===== src/rtl/cr_kme_fifo_packer.sv =====
// Packs RATIO narrow upstream beats into one wide word and pushes it into the KME FIFO.
// Optional statistics counters are built when CR_KME_FIFO_PACKER_STATS_EN is defined.
module cr_kme_fifo_packer #(
  parameter int IN_WIDTH  = 64,
  parameter int OUT_WIDTH = 256
) (
  input  logic                 clk,
  input  logic                 rst_n,
  input  logic [IN_WIDTH-1:0]  in_data,
  input  logic                 in_valid,
  input  logic                 in_last,
  output logic                 in_ready,
  output logic [OUT_WIDTH-1:0] fifo_in,
  output logic                 fifo_in_valid,
  input  logic                 fifo_in_stall,
  output logic [31:0]          stat_words,
  output logic [31:0]          stat_stalls
);

  localparam int RATIO = OUT_WIDTH / IN_WIDTH;
  localparam int CNT_W = $clog2(RATIO) + 1;

  generate
    if (((OUT_WIDTH % IN_WIDTH) != 0) || (RATIO < 2)) begin : g_bad_params
      $error("cr_kme_fifo_packer: OUT_WIDTH must be a multiple (>=2x) of IN_WIDTH");
    end
  endgenerate

  logic [OUT_WIDTH-1:0] acc;
  logic [OUT_WIDTH-1:0] hold_data;
  logic [OUT_WIDTH-1:0] merged;
  logic [CNT_W-1:0]     cnt;
  logic                 hold_valid;
  logic                 push;
  logic                 accept;
  logic                 complete;

  assign push          = rst_n & hold_valid & ~fifo_in_stall;
  assign fifo_in_valid = push;
  // The holding register frees up in the same cycle it pushes, allowing full rate.
  assign in_ready      = rst_n & (~hold_valid | push);
  assign accept        = in_valid & in_ready;
  assign complete      = accept & (in_last | (cnt == CNT_W'(RATIO - 1)));
  assign fifo_in       = hold_data;

  always_comb begin
    merged = acc;
    for (int i = 0; i < RATIO; i++) begin
      if (cnt == CNT_W'(i)) begin
        merged[i*IN_WIDTH +: IN_WIDTH] = in_data;
      end
    end
  end

  always_ff @(posedge clk) begin
    if (!rst_n) begin
      acc        <= '0;
      cnt        <= '0;
      hold_data  <= '0;
      hold_valid <= 1'b0;
    end else begin
      if (accept) begin
        if (complete) begin
          hold_data <= merged;
          acc       <= '0;
          cnt       <= '0;
        end else begin
          acc <= merged;
          cnt <= cnt + CNT_W'(1);
        end
      end
      if (complete) begin
        hold_valid <= 1'b1;
      end else if (push) begin
        hold_valid <= 1'b0;
      end
    end
  end

`ifdef CR_KME_FIFO_PACKER_STATS_EN
  logic [31:0] words_q;
  logic [31:0] stalls_q;

  always_ff @(posedge clk) begin
    if (!rst_n) begin
      words_q  <= '0;
      stalls_q <= '0;
    end else begin
      if (push && (words_q != 32'hFFFF_FFFF)) begin
        words_q <= words_q + 32'd1;
      end
      if (hold_valid && fifo_in_stall && (stalls_q != 32'hFFFF_FFFF)) begin
        stalls_q <= stalls_q + 32'd1;
      end
    end
  end

  assign stat_words  = words_q;
  assign stat_stalls = stalls_q;
`else
  assign stat_words  = 32'h0;
  assign stat_stalls = 32'h0;
`endif

endmodule


===== config.mk =====
export PLATFORM = sky130hd
export DESIGN_NAME = cr_kme_fifo_packer
export DESIGN_NICKNAME = d
export VERILOG_FILES = /design/src/rtl/cr_kme_fifo_packer.sv
export SDC_FILE = /design/constraint.sdc
export NUM_CORES = 1
export LEC_CHECK = 0
export CAP_MARGIN = 20
export CORE_AREA = 4 4 219 221
export DETAILED_ROUTE_END_ITERATION = 8
export DIE_AREA = 0 0 223 225
export GPL_TIMING_DRIVEN = 0
export HOLD_SLACK_MARGIN = 0.03
export PLACE_DENSITY = 0.8
export SLEW_MARGIN = 20
export SYNTH_ARGS = -nofsm -noshare
export SYNTH_HDL_FRONTEND = slang
export SYNTH_SLANG_ARGS = --single-unit

===== constraint.sdc =====
create_clock -name clk -period 1.8 [get_ports clk]
set_input_delay 0.27 -clock clk [delete_from_list [all_inputs] [get_ports clk]]
set_output_delay 0.27 -clock clk [all_outputs]
set_load 0.01 [all_outputs]

==> metrics.json <==
{
  "grt_pass1_vias": {"value": 18960},
  "tritoncts": {"value": "yes"},
  "violations": {"value": "setup timing"},
  "worst_ir_drop_vdd": {"value": 650.8, "unit": "uV"},
  "mappedNetlistArea": {"value": 0.02133, "unit": "mm^2"},
  "cts_made_buffers": {"value": 53},
  "postRouteAntennaNets": {"value": 0},
  "nets": {"value": 2652},
  "grt_pass1_wl": {"value": 114300, "unit": "um"},
  "outcome": {"value": "finished with violations"},
  "timing.final.max_slew_violations": {"value": 0},
  "post_cts_hold_buffer_count": {"value": 0},
  "cp_num_buf_inv": {"value": 2},
  "synth_seq_area_share": {"value": 48.42, "unit": "%"},
  "clockBufferDepth": {"value": 3},
  "worstPathMaxFanout": {"value": 10},
  "grt_setup_unrepaired": {"value": "yes"},
  "path_cells": {"value": "ha_4 -> ha_4 -> or2_4 -> o21a_1 -> buf_8 -> buf_6 -> o22ai_1"},
  "final_hold_violation_count": {"value": 0},
  "timing.critical_path.mode_cell": {"value": "sky130_fd_sc_hd__ha_4"},
  "critPathLaunchType": {"value": "register"},
  "fp.coreArea": {"value": 0.04616, "unit": "mm^2"},
  "placedInstanceArea": {"value": 0.02558, "unit": "mm^2"},
  "initial_core_util": {"value": 46.21, "unit": "%"},
  "cap_violations": {"value": 0},
  "post-place-ws": {"value": -0.9037, "unit": "ns"},
  "cts_sinks": {"value": 516},
  "cellLeakagePower": {"value": 12.57, "unit": "nW"},
  "pwr-share-seq": {"value": 44.3, "unit": "%"},
  "timing.critical_path.slowest_cell_delay": {"value": 0.36, "unit": "ns"},
  "core.rowCount": {"value": 79},
  "layout.filler_cells": {"value": 3723},
  "seq_area": {"value": 0.01034, "unit": "mm^2"},
  "min_path_type": {"value": "in2reg"},
  "multi_input_comb_area": {"value": 0.009851, "unit": "mm^2"},
  "fp.dieH": {"value": 225, "unit": "um"},
  "grt.total_usage": {"value": 28.94, "unit": "%"},
  "chipWidth": {"value": 223, "unit": "um"},
  "gpl.final_weighted_congestion": {"value": 0.9377},
  "global_route.overflow_total": {"value": 0},
  "grt_max_degree": {"value": 20},
  "worst-endpoint-arrival": {"value": 2.33, "unit": "ns"},
  "placed_cells_incl_taps": {"value": 3119},
  "die_area": {"value": 0.05018, "unit": "mm^2"},
  "routed_wire_length_per_instance": {"value": 23.83, "unit": "um"},
  "detail_route.drc_violations": {"value": 0},
  "areaGrowthSynthToFinish": {"value": 33.88, "unit": "%"},
  "viasPerCell": {"value": 5.918},
  "dp_hpwl": {"value": 55040, "unit": "um"},
  "critical_path_required": {"value": 2.32, "unit": "ns"},
  "crit_path_top_delay_cell": {"value": "sky130_fd_sc_hd__dfxtp_4"},
  "synthesis.instances": {"value": 2124},
  "final.hold.worst_slack": {"value": 0.2966, "unit": "ns"},
  "initial_antenna_violation_count": {"value": 3},
  "yosysWarnings": {"value": 0},
  "drive_above_1_share": {"value": 18.02, "unit": "%"},
  "crit_type": {"value": "reg2reg"},
  "cell_internal_pwr": {"value": 19.99, "unit": "mW"},
  "clock_insertion_delay_worst_skew": {"value": 0.61, "unit": "ns"},
  "power.switching": {"value": 6.844, "unit": "mW"},
  "final.setup.worst_slack": {"value": -0.007790, "unit": "ns"},
  "timing_worst_slew_pin_value": {"value": 1.147, "unit": "ns"},
  "ys_seq_elements": {"value": 516},
  "power_frac_clock": {"value": 43.9, "unit": "%"},
  "htree_num_levels": {"value": 2},
  "drt_first_iter_violations": {"value": 1699},
  "finalNonFillerCells": {"value": 3228},
  "num_io_pins": {"value": 391},
  "endpoint_kind": {"value": "register"},
  "clockRootBuffer": {"value": "sky130_fd_sc_hd__clkbuf_16"},
  "synthesis.area_per_instance": {"value": 10.04, "unit": "um^2"},
  "placement.io_buffers": {"value": 325},
  "netSwitchingFraction": {"value": 25.51, "unit": "%"},
  "max_clock_freq": {"value": 553.2, "unit": "MHz"},
  "period_minus_slack": {"value": 1.808, "unit": "ns"},
  "finalClockSkew": {"value": 0.02502, "unit": "ns"},
  "comb_power_share": {"value": 11.8, "unit": "%"},
  "dr.pass1.iters": {"value": 6},
  "maxSlewHeadroom": {"value": 23.51, "unit": "%"},
  "min_period_over_period": {"value": 100.4, "unit": "%"},
  "critPathTopFamily": {"value": "compound AO/OA/AOI/OAI gates"},
  "cts.clk_slew.worst_paths": {"value": 0.07, "unit": "ns"},
  "power-per-cell-area": {"value": 939.5, "unit": "mW/mm^2"},
  "final_instance_area": {"value": 0.02856, "unit": "mm^2"},
  "finalSetupViolCount": {"value": 3},
  "drt-total-wl": {"value": 76930, "unit": "um"},
  "tns": {"value": -0.01299, "unit": "ns"},
  "via_count": {"value": 19100},
  "synth.lib_cells_used.distinct": {"value": 31}
}
-- metrics by stage --
step / power [mW] / utilization [%]
2_1_floorplan: 13.70 / -
3_3_place_gp: 14.94 / 55.42
3_5_place_dp: 15.02 / 55.42
4_1_cts: 26.70 / 60.63
5_1_grt: 27.49 / 61.87
6_report: 26.83 / 61.87
-- final timing paths --
path                 start            to  slack [ns]  cells past startpoint
setup / recovery    cnt[1]      acc[145]      -0.008                      7
hold / removal       rst_n  fifo_in[123]        0.30                      4
setup reg to reg    cnt[1]      acc[145]      -0.008                      7
hold reg to reg   acc[182]      acc[182]        0.47                      2
-- Yosys cell counts, drive strengths merged --
master  instances  share of area [%]
or3             1              0.029
nor2            3               0.10
a21boi          5               0.19
o21ai         192                4.5
conb            1              0.018
and2            1              0.029
nand2         262                4.6
o211a          64                3.0
o21a            3               0.11
inv             3              0.053
o22ai         192                8.6
and3           64                1.9
mux2i         256                 12
buf           184                5.7
dfxtp         516                 48
nand3          70                1.7
clkbuf        105                1.8
o211ai        192                6.8
ha              5               0.29
or2             1              0.029
nor2b           3               0.12
a21bo           1              0.047
-- cell type report --
type | instances | share of cell area, %
multi-input cells | 1379 | 34.49
flip-flops and latches | 516 | 36.22
diodes | 1 | 0.008762
well taps | 607 | 2.659
inverters | 3 | 0.03943
clock inverters | 25 | 1.209
clock buffers | 72 | 5.279
repair buffers | 339 | 12.28
plain buffers | 286 | 7.816
-- cells in the final DEF, fill, tap and decap left out, drive strengths merged --
master,netlist,routed
and2,1,1
diode,0,1
inv,3,7
o22ai,192,192
a21boi,5,5
conb,1,64
o21a,3,3
nor2,3,3
clkbuf,105,176
clkinv,0,12
o211a,64,64
ha,5,5
o211ai,192,192
nor2b,3,3
clkinvlp,0,1
mux2i,256,256
or3,1,1
dlymetal6s2s,0,57
nand3,70,70
clkdlybuf4s15,0,1
a21bo,1,1
dlygate4sd2,0,108
o21ai,192,192
nand2,262,262
or2,1,1
bufinv,0,8
and3,64,64
clkdlybuf4s50,0,159
buf,184,196
dfxtp,516,516
-- kinds of logic (layout without fill, tap and decap cells) --
logic type                 Yosys count  count (layout)  share of synthesized area (%)
adders and majority gates            5               5                         0.2933
muxes                              256             256                          12.01
other                                1              65                        0.01758
DFF                                516             516                          48.42
buffers and inverters              292             725                          7.560
and+or+nand+nor                    405             405                          8.463
AOI/OAI and AO/OA                  649             649                          23.23
-- worst min-delay path: stages --
cell	delay, ns
sky130_fd_sc_hd__buf_2	0.15
sky130_fd_sc_hd__nand3_4	0.14
sky130_fd_sc_hd__buf_12	0.20
sky130_fd_sc_hd__o21ai_1	0.09
-- state kept, by name, indices dropped and copies added, names as in the netlist --
name	cells
acc	256
cnt	3
fifo_in	256
hold_valid	1
-- power groups by stage --
stage | registers (mW) | logic, mW | clock network (mW)
floorplan | 12.2 | 1.54 | 0
global placement | 12.1 | 2.82 | 0
detailed placement | 12.1 | 2.89 | 0
CTS | 11.9 | 3.02 | 11.8
global route | 11.9 | 3.32 | 12.3
finish | 11.9 | 3.16 | 11.8
-- per-layer routing --
metal  share of wire, %  global-route usage (%)  up-vias  wire, um
met4                4.0                   11.33        4      3048
met5              0.039                       0        -        30
met1                 41                   38.12     9314     31390
li1                   -                       -     8575         -
met3                9.2                   5.927      180      7064
met2                 46                   47.05     1029     35400
-- what timing repair did --
action / CTS / global route
gates resized for setup: 284 / 209
cloned: 2 / 4
pin swaps: 5 / 3
setup endpoints to repair: 624 / 427
buffers inserted: 9 / 1
Power figures use the tool's default switching activity.
